<file path="src/rtl/cskipa_sched_pkg.sv">
// -----------------------------------------------------------------------------
// cskipa_sched_pkg
// Shared constants and types for the round-robin scheduler in front of the
// 42-bit carry-skip adder.
//   NREQ     : number of requesters sharing the adder
//   WIDTH    : operand / sum width (fixed by the shared adder)
//   IDW      : width of a requester index
//   req_id_t : requester index type
// -----------------------------------------------------------------------------
package cskipa_sched_pkg;

   localparam int NREQ  = 4;
   localparam int WIDTH = 42;
   localparam int IDW   = $clog2(NREQ);

   typedef logic [IDW-1:0] req_id_t;

endpackage : cskipa_sched_pkg

</file>
<file path="src/rtl/CSkipA_42bit.sv">
// -----------------------------------------------------------------------------
// CSkipA_42bit
// Purely combinational 42-bit carry-skip adder, no carry-in.
// Seven 6-bit ripple blocks; a block whose bits all propagate forwards its
// incoming carry directly instead of waiting on its internal ripple.
// Ports:
//   i_a, i_b : 42-bit unsigned operands
//   o_sum    : (i_a + i_b) mod 2^42
//   o_cout   : carry-out of the addition
// -----------------------------------------------------------------------------
module CSkipA_42bit (
   input  logic [41:0] i_a,
   input  logic [41:0] i_b,
   output logic [41:0] o_sum,
   output logic        o_cout
);

   localparam int BLK  = 6;
   localparam int NBLK = 7;

   always_comb begin
      logic carry;
      logic blk_cin;
      logic blk_prop;
      logic p;
      logic g;

      carry    = 1'b0;
      blk_cin  = 1'b0;
      blk_prop = 1'b0;
      p        = 1'b0;
      g        = 1'b0;
      o_sum    = '0;

      for (int j = 0; j < NBLK; j++) begin
         blk_cin  = carry;
         blk_prop = 1'b1;
         for (int i = 0; i < BLK; i++) begin
            p                = i_a[j*BLK+i] ^ i_b[j*BLK+i];
            g                = i_a[j*BLK+i] & i_b[j*BLK+i];
            o_sum[j*BLK+i]   = p ^ carry;
            carry            = g | (p & carry);
            blk_prop         = blk_prop & p;
         end
         // Skip path: when every bit propagates, the block carry-out equals
         // its carry-in, so the ripple result is bypassed.
         if (blk_prop) begin
            carry = blk_cin;
         end
      end

      o_cout = carry;
   end

endmodule : CSkipA_42bit

</file>
<file path="src/rtl/rr_arbiter.sv">
// -----------------------------------------------------------------------------
// rr_arbiter
// Combinational round-robin grant selection. Search starts at i_ptr and moves
// upward with wrap; the first asserted request wins. No grant is issued when
// the result slot is not free.
// Ports:
//   i_req       : per-requester request valid
//   i_ptr       : index where the search starts
//   i_slot_free : result register can take a new result this cycle
//   o_gnt       : one-hot grant (all zero when nothing is granted)
//   o_gnt_idx   : encoded index of the first requester found from i_ptr
//   o_gnt_any   : a grant is issued this cycle
// -----------------------------------------------------------------------------
module rr_arbiter
   import cskipa_sched_pkg::*;
#(
   parameter int NREQ = cskipa_sched_pkg::NREQ,
   parameter int IDW  = cskipa_sched_pkg::IDW
) (
   input  logic [NREQ-1:0] i_req,
   input  logic [IDW-1:0]  i_ptr,
   input  logic            i_slot_free,
   output logic [NREQ-1:0] o_gnt,
   output logic [IDW-1:0]  o_gnt_idx,
   output logic            o_gnt_any
);

   logic           found;
   logic [IDW-1:0] found_idx;

   always_comb begin
      logic [IDW-1:0] k_idx;
      int             k;

      found     = 1'b0;
      found_idx = '0;
      k         = 0;
      k_idx     = '0;
      // Walk from the farthest offset down to offset 0 so that the candidate
      // closest to the pointer is the last one written and therefore wins.
      for (int off = NREQ - 1; off >= 0; off--) begin
         k     = (int'(i_ptr) + off) % NREQ;
         k_idx = IDW'(k);
         if (i_req[k_idx]) begin
            found     = 1'b1;
            found_idx = k_idx;
         end
      end
   end

   always_comb begin
      o_gnt     = '0;
      o_gnt_idx = found_idx;
      o_gnt_any = found && i_slot_free;
      if (o_gnt_any) begin
         o_gnt[found_idx] = 1'b1;
      end
   end

endmodule : rr_arbiter

</file>
<file path="src/rtl/cskipa_rr_scheduler.sv">
// -----------------------------------------------------------------------------
// cskipa_rr_scheduler
// Shares one CSkipA_42bit among NREQ requesters. One request is granted per
// cycle in round-robin order; its sum and carry-out land in a single-entry
// result register tagged with the requester index.
//
// Handshake: a request transfers in a cycle where i_req_valid[k] and
// o_req_ready[k] are both high; a result transfers in a cycle where
// o_res_valid and i_res_ready are both high. o_req_ready depends
// combinationally on i_req_valid, so requesters must not derive valid from
// ready, and must hold valid and operands stable until accepted.
//
// Ports:
//   i_clk, i_rst        : clock, synchronous active-high reset
//   i_req_valid         : per-requester request valid
//   o_req_ready         : per-requester accept, at most one bit high
//   i_req_a, i_req_b    : packed operands, requester k at [k*WIDTH +: WIDTH]
//   o_res_valid         : result register holds a result
//   i_res_ready         : downstream takes the result
//   o_res_sum/o_res_cout: registered {cout,sum} = A + B
//   o_res_id            : requester that produced the result
//   o_accept_cnt        : number of accepted requests, wraps at 2^32
// -----------------------------------------------------------------------------
module cskipa_rr_scheduler
   import cskipa_sched_pkg::*;
#(
   parameter int NREQ  = cskipa_sched_pkg::NREQ,
   parameter int WIDTH = cskipa_sched_pkg::WIDTH,  // must match the shared adder (42)
   parameter int IDW   = $clog2(NREQ)
) (
   input  logic                  i_clk,
   input  logic                  i_rst,
   input  logic [NREQ-1:0]       i_req_valid,
   output logic [NREQ-1:0]       o_req_ready,
   input  logic [NREQ*WIDTH-1:0] i_req_a,
   input  logic [NREQ*WIDTH-1:0] i_req_b,
   output logic                  o_res_valid,
   input  logic                  i_res_ready,
   output logic [WIDTH-1:0]      o_res_sum,
   output logic                  o_res_cout,
   output logic [IDW-1:0]        o_res_id,
   output logic [31:0]           o_accept_cnt
);

   // Result register and scheduler state
   logic             res_valid_q, res_valid_d;
   logic [WIDTH-1:0] res_sum_q,   res_sum_d;
   logic             res_cout_q,  res_cout_d;
   logic [IDW-1:0]   res_id_q,    res_id_d;
   logic [IDW-1:0]   rr_ptr_q,    rr_ptr_d;
   logic [31:0]      accept_cnt_q, accept_cnt_d;

   logic             slot_free;
   logic [NREQ-1:0]  gnt;
   logic [IDW-1:0]   gnt_idx;
   logic             accept;

   logic [WIDTH-1:0] op_a;
   logic [WIDTH-1:0] op_b;
   logic [WIDTH-1:0] add_sum;
   logic             add_cout;

   // A draining result frees the slot in the same cycle, so a refill can
   // overlap the drain.
   assign slot_free = !res_valid_q || i_res_ready;

   // Reset masks the slot so no ready is raised while i_rst is high.
   rr_arbiter #(
      .NREQ (NREQ),
      .IDW  (IDW)
   ) u_arb (
      .i_req       (i_req_valid),
      .i_ptr       (rr_ptr_q),
      .i_slot_free (slot_free && !i_rst),
      .o_gnt       (gnt),
      .o_gnt_idx   (gnt_idx),
      .o_gnt_any   (accept)
   );

   assign o_req_ready = gnt;

   // Operand mux indexed by the encoded grant.
   always_comb begin
      op_a = '0;
      op_b = '0;
      for (int k = 0; k < NREQ; k++) begin
         if (gnt_idx == IDW'(k)) begin
            op_a = i_req_a[k*WIDTH +: WIDTH];
            op_b = i_req_b[k*WIDTH +: WIDTH];
         end
      end
   end

   CSkipA_42bit u_adder (
      .i_a    (op_a),
      .i_b    (op_b),
      .o_sum  (add_sum),
      .o_cout (add_cout)
   );

   always_comb begin
      res_valid_d  = res_valid_q;
      res_sum_d    = res_sum_q;
      res_cout_d   = res_cout_q;
      res_id_d     = res_id_q;
      rr_ptr_d     = rr_ptr_q;
      accept_cnt_d = accept_cnt_q;

      if (accept) begin
         res_valid_d  = 1'b1;
         res_sum_d    = add_sum;
         res_cout_d   = add_cout;
         res_id_d     = gnt_idx;
         rr_ptr_d     = (gnt_idx == IDW'(NREQ - 1)) ? '0 : gnt_idx + 1'b1;
         accept_cnt_d = accept_cnt_q + 32'd1;
      end else if (res_valid_q && i_res_ready) begin
         // Drain only; data fields keep their last value.
         res_valid_d = 1'b0;
      end
   end

   always_ff @(posedge i_clk) begin
      if (i_rst) begin
         res_valid_q  <= 1'b0;
         res_sum_q    <= '0;
         res_cout_q   <= 1'b0;
         res_id_q     <= '0;
         rr_ptr_q     <= '0;
         accept_cnt_q <= '0;
      end else begin
         res_valid_q  <= res_valid_d;
         res_sum_q    <= res_sum_d;
         res_cout_q   <= res_cout_d;
         res_id_q     <= res_id_d;
         rr_ptr_q     <= rr_ptr_d;
         accept_cnt_q <= accept_cnt_d;
      end
   end

   assign o_res_valid  = res_valid_q;
   assign o_res_sum    = res_sum_q;
   assign o_res_cout   = res_cout_q;
   assign o_res_id     = res_id_q;
   assign o_accept_cnt = accept_cnt_q;

endmodule : cskipa_rr_scheduler

</file>
<file path="config.mk">
export PLATFORM = sky130hd
export DESIGN_NAME = cskipa_rr_scheduler
export DESIGN_NICKNAME = d
export VERILOG_FILES = /design/src/rtl/cskipa_sched_pkg.sv /design/src/rtl/CSkipA_42bit.sv /design/src/rtl/rr_arbiter.sv /design/src/rtl/cskipa_rr_scheduler.sv
export SDC_FILE = /design/constraint.sdc
export NUM_CORES = 1
export LEC_CHECK = 0
export BUFFER_PORTS_ARGS = -buffer_cell sky130_fd_sc_hd__buf_2
export CORE_AREA = 2 2 167 169
export DETAILED_ROUTE_END_ITERATION = 16
export DIE_AREA = 0 0 169 171
export GPL_TIMING_DRIVEN = 0
export HOLD_SLACK_MARGIN = 0.05
export PLACE_DENSITY_LB_ADDON = 0.25
export SLEW_MARGIN = 20
export SYNTH_ARGS = -nofsm -noshare
export SYNTH_HDL_FRONTEND = slang
export SYNTH_SLANG_ARGS = --single-unit
</file>
<file path="constraint.sdc">
create_clock -name i_clk -period 35.4 [get_ports i_clk]
set_input_delay 10.62 -clock i_clk [delete_from_list [all_inputs] [get_ports i_clk]]
set_output_delay 10.62 -clock i_clk [all_outputs]
set_load 0.02 [all_outputs]
</file>
==> metrics.cfg <==
[cts]
ctsHoldBuffers=0
cts_buffer_depth=2
post-cts-setup-buffer-count=0
clkTransAtPathRegs_ps=70
ctsHtreeMaxLevel=3
clk_latency_ps=350
root_buffer=clkbuf_16
cts_buffers=9
cts_tree=built
post_cts_resized=0
clock_sink_count=80

[synthesis]
synth_nets=1444
yosysSeqAreaShare_pct=20.8
synthDominantCellAreaShare_pct=20.8
yosysUniqueCellTypes=43
synth_ff_type=dfxtp_1
synth_area_leaders=dfxtp_1 21%, fa_1 11%, ha_1 7.7%
netlist_area_um2=7680
synth.largest_area_cell=dfxtp_1
async_reset_ff_share_pct=0
postSynthAreaPerCell_um2=7.59
synth_edf_count=0
synthCells=1013
yosys_warnings=0
synth_seq_cells=80

[critical_path]
cp-end-kind=flop
crit_fanout=10
cp.arrival_ps=31540
cpPeakStageDelay_ps=500
worstSetupPathType=input pin to flop
cpMaxStageDelayCell=clkbuf_1
worstSetupStartpointType=input pin
path_common_cell=fa_1
required_ps=35650

[global_routing]
grt_first_pass_wirelength_mm=53.2
grt_use_total_pct=24.7
grt-ovfl-total=0
grt_max_degree=17
first_global_vias=8840
antenna_found_initial=15

[sta]
fin_tns_setup_ps=0
max_slew_margin_pct=43.8
rsz0062_at_grt=false
drv_slew=0
skew_ps=10.6
fin_crit_sh_pct=88.4
fmax_mhz=32.0
tightest_slew_ps=843
final-setup-viol-count=0
fin_crit_ps=31290
final_hold_viol_count=0

[drt]
wl_mm=37.2
drt_iter0_drc=709
wire_per_inst_um=20.5
via_per_inst=5.14
dr_total_vias=9299
dr.pass1.iters=6
drc=0
ant_nets=0

[power_and_ir_drop]
leakagePower_nw=5.11
ir_worst_vdd_uv=24.4
p_per_area_nw_per_um2=44.7

[floorplan]
core-area_um2=27300
initial_core_util_pct=28.1
boundaryPins=425
rows=61
die-area_um2=28900
die_w_um=169
die_h_um=171

[outcome]
outcome=finished, final reports clean

[layout]
fin_util_pct=38.8
area_delta_synth_final_pct=38.0
drive_gt1_share_pct=30.6
layout.nets=1879

[place]
io_buffers=424
routabilityCongestion=0.937
hpwl_mm=31.3

[hold_path]
hp-class=flop to flop

[flow_run]
drv_cap=0

==> flip-flops by register name (all words and copies together), names as in the netlist <==
register      count
o_res_valid       1
o_res_cout        1
o_res_sum        42
o_res_id          2
rr_ptr_q          2
o_accept_cnt     32
==> cell type report <==
class	instances	area, um^2
tap	346	433
buffer	88	332
timing repair buffer	424	2120
sequential	80	1600
clock inverter	7	111
clock buffer	9	225
inverter	73	274
fill	3017	16700
antenna	11	27.5
multi-input combinational	772	5480
==> metrics by stage <==
stage	cell area, um^2	total power [mW]	setup WS [ps]	hold WS, ps	cells
after floorplan	7680	0.272	6230	479	1013
after global placement	10200	0.366	3950	443	1783
after detailed placement	10200	0.369	3800	446	1783
after CTS	10600	0.479	4110	456	1799
after global routing	10600	0.512	3260	479	1807
final	10600	0.474	4110	450	1810
==> synthesized netlist by cell type, types with 24 or more instances <==
cell,count
a21oi_1,111
clkbuf_1,86
dfxtp_1,80
nor2_1,80
inv_1,72
nand2_1,66
nor3_1,64
nor2b_1,61
a221oi_1,60
ha_1,47
a21o_1,46
fa_1,41
a211oi_1,38
nand3b_1,24
==> final timing paths <==
kind                                     end  slack [ps]  depth (start not counted)                       from
hold / removal     o_res_sum[3]$_SDFFE_PP0P_         450                          2  o_res_sum[3]$_SDFFE_PP0P_
setup reg to reg  o_res_sum[41]$_SDFFE_PP0P_       14150                         68   rr_ptr_q[1]$_SDFFE_PP0P_
hold reg to reg    o_res_sum[3]$_SDFFE_PP0P_         450                          2  o_res_sum[3]$_SDFFE_PP0P_
setup / recovery  o_res_sum[41]$_SDFFE_PP0P_        4110                         69             i_req_valid[0]
==> layout by cell type (no fill, tap or decap), drive strengths merged, types with 3 or more instances in the layout <==
master  synthesis  layout
a21oi         111     111
nor4            8       8
nor2           80      80
or3             4       4
dfxtp          80      80
o21ai          18      18
a221oi         60      60
a22oi           3       3
ha             47      47
and4            4       4
o31ai          11      11
inv            72      75
nor2b          61      61
and2            4       4
nand2          66      66
o21bai          4       4
xor2            4       4
nand3b         24      24
and3            4       4
a211oi         38      38
or4            13      13
nand4          13      13
a21o           46      46
nor3           64      64
diode           0      11
xnor2          12      12
clkbuf         86      95
fa             41      41
nand3          19      19
clkinv          1       3
buf             2     426
==> power breakdown <==
group	leakage [nW]	switching [mW]	internal [mW]
Combinational	4.29	0.157	0.101
Sequential	0.656	0.00640	0.101
Clock	0.164	0.0453	0.0634
==> logic make-up (layout without fill, tap and decap cells) <==
logic type / count (synthesis) / after routing / share of synthesized area, %
flops: 80 / 80 / 20.8
other cells: 0 / 11 / 0
buf+inv: 161 / 601 / 7.88
fa+ha+maj: 88 / 88 / 18.3
simple gates: 367 / 367 / 24.8
compound gates: 299 / 299 / 26.1
mux: 2 / 2 / 0.277
xor+xnor: 16 / 16 / 1.82
==> worst max-delay path, delay by kind of cell <==
family | cells | cell delay (ps)
adders and majority gates | 42 | 15770
and+or+nand+nor | 4 | 330
muxes | 1 | 110
buffers and inverters | 10 | 2330
AOI/OAI and AO/OA | 12 | 2290
==> routing by layer <==
metal | vias to the layer above | GRT usage [%] | wire length, um
met5 | - | 0 | 60
met4 | 12 | 9.92 | 1100
met3 | 64 | 5.34 | 2640
met2 | 388 | 41.1 | 18000
met1 | 4350 | 31.1 | 15400
li1 | 4485 | - | -
(Power assumes the default switching activity.)
